[config.mk]
export PLATFORM = sky130hd
export DESIGN_NAME = srio_dma_split
export DESIGN_NICKNAME = d
export VERILOG_FILES = /design/src/rtl/srio_dma_split.sv
export SDC_FILE = /design/constraint.sdc
export NUM_CORES = 1
export LEC_CHECK = 0
export ABC_AREA = 1
export BUFFER_PORTS_ARGS = -buffer_cell sky130_fd_sc_hd__buf_4
export CORE_ASPECT_RATIO = 1.5
export CORE_MARGIN = 2
export CORE_UTILIZATION = 33
export DETAILED_ROUTE_END_ITERATION = 10
export GPL_ROUTABILITY_DRIVEN = 0
export GPL_TIMING_DRIVEN = 1
export PLACE_DENSITY = 0.69
export SETUP_SLACK_MARGIN = 0.4
export SLEW_MARGIN = 5
export SYNTH_ARGS = -nofsm -noshare
export SYNTH_HDL_FRONTEND = slang
export SYNTH_SLANG_ARGS = --single-unit
export TNS_END_PERCENT = 1
[constraint.sdc]
create_clock -name AXIS_ACLK -period 2.2 [get_ports AXIS_ACLK]
set_input_delay 0.22 -clock AXIS_ACLK [delete_from_list [all_inputs] [get_ports AXIS_ACLK]]
set_output_delay 0.22 -clock AXIS_ACLK [all_outputs]
set_load 0.05 [all_outputs]
[src/rtl/srio_dma_split.sv]
// srio_dma_split: cuts one continuous 64-bit DMA stream into fixed-size SRIO
// SWRITE packets. Each packet is a single header beat followed by up to
// `beats` payload beats. Payload beats pass straight through, with no latency.
//
// Ports:
//   AXIS_ACLK, AXIS_ARESET   clock and synchronous active-high reset
//   S_AXIS_*                 DMA payload stream in (TDATA/TVALID/TLAST/TREADY)
//   M_AXIS_*                 SRIO transmit stream out (TDATA/TVALID/TLAST/TUSER/TREADY)
//   cmd                      [0] enable, [1] clear counters (level), [31:16] dest_id
//   num_pkts                 [5:0] payload beats per packet (0 means 32)
//   src_id                   local device ID, driven on TUSER[31:16]
//   base_addr                target address of the first packet of a transfer
//   status                   [15:0] pkt_cnt, [16] short_err, [17] busy
module srio_dma_split #(
  parameter int unsigned ADDR_W = 34
) (
  input  logic              AXIS_ACLK,
  input  logic              AXIS_ARESET,
  input  logic [63:0]       S_AXIS_TDATA,
  input  logic              S_AXIS_TVALID,
  input  logic              S_AXIS_TLAST,
  output logic              S_AXIS_TREADY,
  output logic [63:0]       M_AXIS_TDATA,
  output logic              M_AXIS_TVALID,
  output logic              M_AXIS_TLAST,
  output logic [31:0]       M_AXIS_TUSER,
  input  logic              M_AXIS_TREADY,
  input  logic [31:0]       cmd,
  input  logic [31:0]       num_pkts,
  input  logic [15:0]       src_id,
  input  logic [ADDR_W-1:0] base_addr,
  output logic [31:0]       status
);

  typedef enum logic [1:0] {StIdle, StHdr, StData} state_e;

  state_e            state;
  logic [5:0]        beats;
  logic [5:0]        beat_cnt;
  logic [7:0]        tid;
  logic [15:0]       pkt_cnt;
  logic [ADDR_W-1:0] addr_off;
  logic              short_err;
  logic [63:0]       hdr;
  logic [31:0]       tuser;

  logic [5:0]        beats_cfg;
  logic [7:0]        size_cfg;
  logic [7:0]        tid_eff;
  logic [ADDR_W-1:0] off_eff;
  logic [ADDR_W-1:0] hdr_addr;
  logic [33:0]       addr_field;
  logic [5:0]        last_idx;
  logic              data_hs;
  logic              is_last;

  logic unused_cfg;
  assign unused_cfg = ^{num_pkts[31:6], cmd[15:2]};

  always_comb begin
    beats_cfg  = (num_pkts[5:0] == 6'd0) ? 6'd32 : num_pkts[5:0];
    // 8-bit arithmetic: 32 beats wraps 256-1 to 8'hFF.
    size_cfg   = {beats_cfg[4:0], 3'b000} - 8'd1;
    // A clear in the same cycle as the header latch must be reflected in it.
    tid_eff    = cmd[1] ? 8'd0 : tid;
    off_eff    = cmd[1] ? '0 : addr_off;
    hdr_addr   = base_addr + off_eff;
    addr_field = 34'(hdr_addr);
    last_idx   = beats - 6'd1;
    data_hs    = (state == StData) && S_AXIS_TVALID && M_AXIS_TREADY;
    is_last    = (beat_cnt == last_idx) || S_AXIS_TLAST;
  end

  // The header and TUSER are captured when the packet starts, so they stay
  // stable under backpressure even if cmd or the counters change meanwhile.
  always_ff @(posedge AXIS_ACLK) begin
    if (AXIS_ARESET) begin
      state     <= StIdle;
      beats     <= '0;
      beat_cnt  <= '0;
      tid       <= '0;
      pkt_cnt   <= '0;
      addr_off  <= '0;
      short_err <= 1'b0;
      hdr       <= '0;
      tuser     <= '0;
    end else begin
      unique case (state)
        StIdle: begin
          if (cmd[0] && S_AXIS_TVALID) begin
            state <= StHdr;
            beats <= beats_cfg;
            hdr   <= {tid_eff, 4'h6, 4'h0, 1'b0, 2'b01, 1'b0, size_cfg, 2'b00, addr_field};
            tuser <= {src_id, cmd[31:16]};
          end
        end
        StHdr: begin
          if (M_AXIS_TREADY) begin
            state    <= StData;
            beat_cnt <= '0;
          end
        end
        StData: begin
          if (data_hs) begin
            beat_cnt <= beat_cnt + 6'd1;
            if (is_last) begin
              state   <= StIdle;
              tid     <= tid + 8'd1;
              pkt_cnt <= pkt_cnt + 16'd1;
              if (S_AXIS_TLAST) begin
                addr_off <= '0;
                if (beat_cnt < last_idx) begin
                  short_err <= 1'b1;
                end
              end else begin
                addr_off <= addr_off + (ADDR_W'(beats) << 3);
              end
            end
          end
        end
        default: state <= StIdle;
      endcase
      // Clear overrides any end-of-packet update in the same cycle.
      if (cmd[1]) begin
        tid       <= '0;
        pkt_cnt   <= '0;
        addr_off  <= '0;
        short_err <= 1'b0;
      end
    end
  end

  always_comb begin
    M_AXIS_TDATA  = '0;
    M_AXIS_TVALID = 1'b0;
    M_AXIS_TLAST  = 1'b0;
    S_AXIS_TREADY = 1'b0;
    unique case (state)
      StHdr: begin
        M_AXIS_TDATA  = hdr;
        M_AXIS_TVALID = 1'b1;
      end
      StData: begin
        M_AXIS_TDATA  = S_AXIS_TDATA;
        M_AXIS_TVALID = S_AXIS_TVALID;
        M_AXIS_TLAST  = is_last;
        S_AXIS_TREADY = M_AXIS_TREADY;
      end
      default: ;
    endcase
  end

  assign M_AXIS_TUSER = tuser;
  assign status       = {14'd0, (state != StIdle), short_err, pkt_cnt};

endmodule
==> Implementation_results.wiki, run 1 <==
{| class="wikitable"
! Metric !! Value
|-
| Fraction of power consumed by the clock network || 30.9%
|-
| Detailed-route wire length || 35,600 um
|-
| Number of synthesized flops with an enable pin || 0
|-
| Share of the synthesized area in the top cell type || 29.2%
|-
| Async set or reset register ratio after synthesis || 0%
|-
| Post-place setup slack || -0.263 ns
|-
| Cell at the root of the clock tree || sky130_fd_sc_hd__clkbuf_16
|-
| Startpoint type of the worst setup path || flip-flop
|-
| Number of design rule violations left after detail routing || 0
|-
| Outcome || finished with violations
|-
| Width of the die || 148 um
|-
| Layout Area Growth over Synthesis || 42.8%
|-
| Final-report setup violation count || 54
|-
| Final critical path time including I/O delays and setup || 2.50 ns
|-
| Initial Utilization || 33.4%
|-
| Total GRT Usage || 21.2%
|-
| Dominant cell by count in the synthesized netlist || sky130_fd_sc_hd__nand2_1
|-
| Power after layout || 9.47 mW
|-
| Number of warning messages in the yosys log || 0
|-
| Period utilisation layout || 114%
|-
| HPWL Detailed || 28,000 um
|-
| Routed wire length per instance || 14.8 um
|-
| Post-route setup slack || -0.302 ns
|-
| Synth cell types || 45
|-
| Diodes inserted || 0
|-
| Biggest area contributors in the synthesized netlist || sky130_fd_sc_hd__dfxtp_1, sky130_fd_sc_hd__nand2_1, sky130_fd_sc_hd__inv_1
|-
| Post-placement cell count || 2,336
|-
| Post-synthesis cell area || 0.0103 sq mm
|-
| Floorplan Core Area || 0.0308 sq mm
|-
| Syn Area/Cell || 6.15 sq um
|-
| Wire length of the first global-routing pass || 54,500 um
|-
| Sw Ratio || 39.3%
|-
| Clock sink total || 150
|-
| Worst-Margin Slew || 0.761 ns
|-
| Worst clock skew || 0.00748 ns
|-
| Violated checks || negative setup slack
|-
| Total via count after detailed routing || 11.5k
|-
| Data arrival time at the worst-slack endpoint || 2.28 ns
|-
| Largest net degree at the start of global routing || 67
|-
| Int Pwr || 5.75 mW
|-
| Hold Path Class || input pin to flip-flop
|-
| Top cell type by total area after synthesis || sky130_fd_sc_hd__dfxtp_1
|-
| Number of antenna-violating nets in the routed design || 0
|-
| Placement row count || 79
|-
| Final number of hold-violating endpoints || 0
|-
| Flip-flop and latch count after synthesis || 150
|-
| Number of I/O port buffers || 259
|-
| Most used flip-flop cell after synthesis || sky130_fd_sc_hd__dfxtp_1
|-
| Buffers from clock root to sink, at most || 2
|-
| Timing-limited maximum frequency || 400 MHz
|-
| Total die area || 0.0326 sq mm
|-
| Crit path required time || 1.98 ns
|-
| Worst-case register-to-register setup slack || -0.21 ns
|-
| Leading post-synthesis cells by instance count || sky130_fd_sc_hd__nand2_1, sky130_fd_sc_hd__inv_1, sky130_fd_sc_hd__nor2_1
|-
| CTS tree || built
|-
| Via count of the first global-routing pass || 10.8k
|-
| Power per Cell Area || 644 mW/mm^2
|-
| Iteration-0 DRC Markers || 564
|-
| Classification of the worst setup path || flip-flop to output port
|-
| IR Drop Worst-Case VDD || 0.534 mV
|-
| Clock latency of the later-clocked register in the worst-skew pair || 0.45 ns
|-
| I/O pin count || 314
|-
| Switching power of the nets || 3.72 mW
|-
| Relative slew margins || 49.1%
|-
| Leakage power || 6.93 nW
|-
| Fill cell instance count of the final layout || 3,051
|-
| Height of the die || 220 um
|-
| Number of buffers created by CTS || 17
|-
| Clock-pin transition on the worst setup and hold timing paths || 0.07 ns
|-
| Final std cells w/o fill || 2,400
|-
| Combinational cell fraction of total power || 36.6%
|-
| CTS H-Tree Depth || 4
|-
| Share of cells above drive strength 1 || 27.3%
|-
| Max-slew violations || 0
|-
| Pre-antenna DRT Iters || 5
|-
| Sequential-to-total area share from yosys stat || 29.2%
|-
| Number of maximum-capacitance violations || 0
|-
| Critical path capture point type || output port
|-
| Layout net count || 2,219
|-
| Max FO, Critical Path || 3
|-
| Final core utilization || 47.7%
|-
| Aggregate global routing overflow || 0
|-
| Antenna violations before repair || 0
|-
| Sequential Power Share || 32.6%
|-
| Detailed-route vias per instance || 4.77
|-
| RSZ-0062 raised after global routing || true
|-
| Synth Instances || 1,673
|}
worst max-delay path: stages, from the launching register on:
cell                      delay, ns
sky130_fd_sc_hd__dfxtp_2       0.36
sky130_fd_sc_hd__inv_4         0.06
sky130_fd_sc_hd__ha_4          0.15
sky130_fd_sc_hd__nand2_2       0.07
sky130_fd_sc_hd__xor2_1        0.17
sky130_fd_sc_hd__inv_1         0.09
sky130_fd_sc_hd__ha_4          0.27
sky130_fd_sc_hd__nand2_4       0.05
sky130_fd_sc_hd__nor2_4        0.11
sky130_fd_sc_hd__nand3_2       0.07
sky130_fd_sc_hd__nand2_2       0.07
sky130_fd_sc_hd__buf_6         0.09
sky130_fd_sc_hd__inv_2         0.03
sky130_fd_sc_hd__nor2_4        0.08
sky130_fd_sc_hd__buf_6         0.16
power groups by stage:
stage / combinational, mW / sequential [mW] / clock (mW)
4_1_cts: 3.37 / 3.08 / 3.00
3_3_place_gp: 3.15 / 3.12 / 0
2_1_floorplan: 1.84 / 3.38 / 0
6_report: 3.46 / 3.08 / 2.92
3_5_place_dp: 3.18 / 3.13 / 0
5_1_grt: 3.73 / 3.11 / 3.12
metrics by stage:
step                      setup TNS (ns)  cell area, sq um  hold slack [ns]
after floorplan                        0             10500            0.320
after global placement             -4.57             13100            0.431
after detailed placement           -7.38             13100            0.437
after CTS                          -6.87             14400          0.00874
after global routing              -16.98             14700          0.00616
final                              -6.42             14700           0.0184
cell usage in the layout, fill, tap and decap left out, drive strengths merged, types with 19 or more instances in the layout:
| master | instances |
|---|---|
| nand3 | 66 |
| o21bai | 19 |
| buf | 320 |
| o21ai | 117 |
| inv | 268 |
| ha | 53 |
| nand2 | 446 |
| clkbuf | 19 |
| dlygate4sd3 | 27 |
| dfxtp | 150 |
| nor3 | 25 |
| o21a | 20 |
| a21oi | 145 |
| nor2 | 228 |
worst paths after layout:
kind                               start                       endpoint  depth (start not counted)
setup reg to reg   beats[1]$_SDFFE_PP0P_      addr_off[18]$_SDFFE_PP0P_                         16
hold / removal                src_id[14]  M_AXIS_TUSER[30]$_SDFFE_PP0P_                          3
setup / recovery   beats[1]$_SDFFE_PP0P_                   M_AXIS_TLAST                         14
hold reg to reg   short_err$_SDFFE_PP0P_         short_err$_SDFFE_PP0P_                          2
final cells by class:
| cell class | instances | area, sq um | area share, % |
|---|---|---|---|
| Multi-Input combinational cell | 1201 | 6660 | 45.3 |
| Sequential cell | 150 | 3010 | 20.5 |
| Timing Repair Buffer | 348 | 2930 | 19.9 |
| Inverter | 264 | 1010 | 6.88 |
| Tap cell | 405 | 507 | 3.45 |
| Clock buffer | 18 | 439 | 2.99 |
| Clock inverter | 14 | 143 | 0.970 |
sequential cells by signal (all words and copies together) (netlist names):
name and cells:
beat_cnt 6, addr_off 31, hdr 48, pkt_cnt 16, tid 8, beats 6
M_AXIS_TUSER 32, state 2, short_err 1
routing by layer:
layer	vias up	part of all wire, %	GRT usage [%]
met3	82	3.6	3.46
met1	5218	37	22.0
met4	0	5.2	11.1
met5	-	0	0
li1	5862	-	-
met2	289	55	40.7
timing repair:
item / in CTS / in global routing
setup buffers: 2 / 3
cloned: 0 / 0
setup endpoints to repair: 157 / 178
pin swaps: 32 / 47
gates resized for setup: 119 / 93
endpoints found under the hold margin: 27 / 0
hold buffers: 27 / 0
kinds of logic (layout without fill, tap and decap cells):
logic type,count (synthesis),after routing,synth area share [%]
buf+inv,336,644,13.2
compound gates,315,315,16.6
flops,150,150,29.2
simple gates,792,792,32.2
fa+ha+maj,54,54,6.64
other cells,1,15,0.0364
xor+xnor,25,25,2.13
(Power assumes the default switching activity.)
==> run 2, diff against run 1 <==
--- a/config.mk
+++ b/config.mk
@@ -10,6 +10,7 @@
 export CORE_ASPECT_RATIO = 1.5
 export CORE_MARGIN = 2
 export CORE_UTILIZATION = 33
+export CTS_BUF_LIST = sky130_fd_sc_hd__clkbuf_2
 export DETAILED_ROUTE_END_ITERATION = 10
 export GPL_ROUTABILITY_DRIVEN = 0
 export GPL_TIMING_DRIVEN = 1
==> run 2 against run 1 <==
  * The flow still finishes with violations (negative setup slack)
  * Worst hold slack better by 0.10 ns
  * Count of clock-buffer cells in the layout down 1
  * Utilization up 0.41 points
  * Total power down 13%
  * Clock power down 45%
  * Final cell count up 2.4%
  * Clock skew up 0.028 ns
  * Maximum frequency down 16%
  * First-iteration DRC count down 1.8%
  * Sequential cell count unchanged
  * Via count up 1.8%
  * Critical path type unchanged
  * Largest power group unchanged
==> Implementation_results.wiki, run 2 (same netlist as run 1, synthesis figures left out) <==
{| class="wikitable"
! Metric !! Value
|-
| Floorplan Core Area || 0.0308 sq mm (unchanged)
|-
| Crit path required time || 1.98 ns (about the same)
|-
| Outcome || finished with violations
|-
| Number of buffers created by CTS || 17 (unchanged)
|-
| Via count of the first global-routing pass || 11.1k (+2.2%)
|-
| Detailed-route wire length || 35,900 um (+0.85%)
|-
| Violated checks || negative setup slack
|-
| Classification of the worst setup path || flip-flop to output port
|-
| Pre-antenna DRT Iters || 5 (unchanged)
|-
| Largest net degree at the start of global routing || 67 (unchanged)
|-
| Worst clock skew || 0.0354 ns (+0.0279 ns)
|-
| Clock-pin transition on the worst setup and hold timing paths || 0.26 ns (+0.19 ns)
|-
| Final critical path time including I/O delays and setup || 2.99 ns (+0.486 ns)
|-
| Initial Utilization || 33.4% (unchanged)
|-
| Period utilisation layout || 136% (+22 points)
|-
| Final number of hold-violating endpoints || 0 (unchanged)
|-
| Depth of the worst register-to-register path || 22 (+6)
|-
| Timing-limited maximum frequency || 335 MHz (-16%)
|-
| IR Drop Worst-Case VDD || 0.376 mV (-30%)
|-
| Number of maximum-capacitance violations || 0 (unchanged)
|-
| Total die area || 0.0326 sq mm (unchanged)
|-
| Routed wire length per instance || 14.6 um (-1.5%)
|-
| Max FO, Critical Path || 3 (unchanged)
|-
| Number of antenna-violating nets in the routed design || 0 (unchanged)
|-
| Final core utilization || 48.1% (+0.41 points)
|-
| Hold path cells || 4 (+1)
|-
| Layout net count || 2,275 (+2.5%)
|-
| Antenna violations before repair || 1 (+1)
|-
| Share of cells above drive strength 1 || 25.8% (-1.5 points)
|-
| Wire length of the first global-routing pass || 55,000 um (+0.95%)
|-
| Final-report setup violation count || 123 (+130%)
|-
| Relative slew margins || 50.4% (+1.3 points)
|-
| Critical path capture point type || output port
|-
| Buffers from clock root to sink, at most || 2 (unchanged)
|-
| Number of flip-flops in the largest register || 48 (unchanged)
|-
| Leading cell types in the layout, fill and taps excluded || sky130_fd_sc_hd__nand2_1, sky130_fd_sc_hd__buf_4, sky130_fd_sc_hd__inv_1
|-
| Number of design rule violations left after detail routing || 0 (unchanged)
|-
| Height of the die || 220 um (unchanged)
|-
| Leakage power || 7.06 nW (+1.9%)
|-
| HPWL Detailed || 28,000 um (unchanged)
|-
| Data arrival time at the worst-slack endpoint || 2.77 ns (+0.49 ns)
|-
| Hold Path Class || input pin to flip-flop
|-
| Total via count after detailed routing || 11.7k (+1.8%)
|-
| Number of I/O port buffers || 259 (unchanged)
|-
| Fin area || 0.0148 sq mm (+0.87%)
|-
| Startpoint type of the worst setup path || flip-flop
|-
| Aggregate global routing overflow || 0 (unchanged)
|-
| Layout Area Growth over Synthesis || 44.0%
|-
| Total GRT Usage || 21.4% (+0.13 points)
|-
| Detailed-route vias per instance || 4.74 (-0.60%)
|-
| Most common cell after layout, fill and taps aside || sky130_fd_sc_hd__nand2_1
|-
| Post-route setup slack || -0.788 ns (-0.486 ns)
|-
| Worst-Margin Slew || 0.741 ns (-0.0198 ns)
|-
| CTS H-Tree Depth || 4 (unchanged)
|-
| Clock sink total || 150 (unchanged)
|-
| Power per Cell Area || 558 mW/mm^2 (-13%)
|-
| Placement Cell Area || 0.0131 sq mm (unchanged)
|-
| I/O pin count || 314 (unchanged)
|-
| Max-slew violations || 0 (unchanged)
|-
| Iteration-0 DRC Markers || 554 (-1.8%)
|-
| Cell at the root of the clock tree || sky130_fd_sc_hd__clkbuf_2
|-
| RSZ-0062 raised after global routing || true
|-
| Clock latency of the later-clocked register in the worst-skew pair || 0.86 ns (+0.41 ns)
|-
| Largest register by flop count || hdr
|-
| Placement row count || 79 (unchanged)
|-
| Power after layout || 8.27 mW (-13%)
|-
| Width of the die || 148 um (unchanged)
|-
| CTS tree || built
|}
==> run 2: cell types whose count changed in the layout (fill, tap and decap cells not counted), moves of 9 or more <==
cell                            delta
sky130_fd_sc_hd__buf_4            -12
sky130_fd_sc_hd__buf_6            +15
sky130_fd_sc_hd__clkbuf_16        -17
sky130_fd_sc_hd__clkbuf_2         +17
sky130_fd_sc_hd__dfxtp_1          -10
sky130_fd_sc_hd__dfxtp_2           +9
sky130_fd_sc_hd__dlygate4sd3_1    +51
sky130_fd_sc_hd__nand2_1          +12
sky130_fd_sc_hd__nand2_2          -13
sky130_fd_sc_hd__o21ai_0          +11
sky130_fd_sc_hd__o21ai_1          -14
==> run 2: cell type report <==
cell class | instances | area [sq um]
fillers | 3059 | 16000
multi-input cells | 1201 | 6500
repair buffers | 404 | 3540
flip-flops and latches | 150 | 3030
inverters | 264 | 1010
well taps | 405 | 507
clock inverters | 15 | 146
clock buffers | 17 | 85.1
diodes | 1 | 2.50
==> run 2: worst paths after layout <==
kind                           from  slack (ns)                            end
max           beats[1]$_SDFFE_PP0P_       -0.79                   M_AXIS_TLAST
min                       src_id[9]        0.12  M_AXIS_TUSER[25]$_SDFFE_PP0P_
max reg2reg   beats[1]$_SDFFE_PP0P_       -0.66      addr_off[24]$_SDFFE_PP0P_
min reg2reg  short_err$_SDFFE_PP0P_        0.48         short_err$_SDFFE_PP0P_
==> run 2: critical path: stages, from the launching register on <==
cell and delay (ns):
sky130_fd_sc_hd__dfxtp_2 0.42, sky130_fd_sc_hd__inv_4 0.06, sky130_fd_sc_hd__ha_4 0.16, sky130_fd_sc_hd__nand2_2 0.07
sky130_fd_sc_hd__xor2_1 0.17, sky130_fd_sc_hd__inv_1 0.10, sky130_fd_sc_hd__ha_4 0.27, sky130_fd_sc_hd__nand2_4 0.05
sky130_fd_sc_hd__nor2_4 0.11, sky130_fd_sc_hd__nand3_2 0.07, sky130_fd_sc_hd__nand2_2 0.08, sky130_fd_sc_hd__buf_6 0.09
sky130_fd_sc_hd__inv_2 0.03, sky130_fd_sc_hd__nor2_4 0.08, sky130_fd_sc_hd__buf_6 0.16
==> run 2: layer usage <==
layer	global-route usage [%]	vias to the layer above	part of all wire (%)
li1	-	5984	-
met1	22.3	5314	38
met2	41.3	269	55
met3	3.11	86	2.9
met4	10.6	0	5.0
met5	0	-	0
==> run 2: through the flow <==
step,instances,hold WS [ns],setup TNS [ns],setup WS (ns)
2_1_floorplan,1687,0.320,0,0.0302
3_3_place_gp,2336,0.431,-4.57,-0.204
3_5_place_dp,2336,0.437,-7.38,-0.263
4_1_cts,2452,0.0251,-51.23,-0.875
5_1_grt,2457,0.0477,-71.02,-1.00
6_report,2457,0.120,-49.51,-0.788
==> run 2: timing repair <==
action                                 4_1_cts  5_1_grt
gates resized for setup                    121       68
pin swaps                                   19       26
endpoints found under the hold margin      128        0
buffers inserted                             6        4
setup endpoints to repair                  178      198
gates cloned                                 0        0
hold buffers                                78        0
==> run 2: power breakdown <==
part	internal [mW]	switching, mW
clock network	0.437	1.18
logic	1.27	2.30
registers	2.95	0.133
total	4.67	3.61
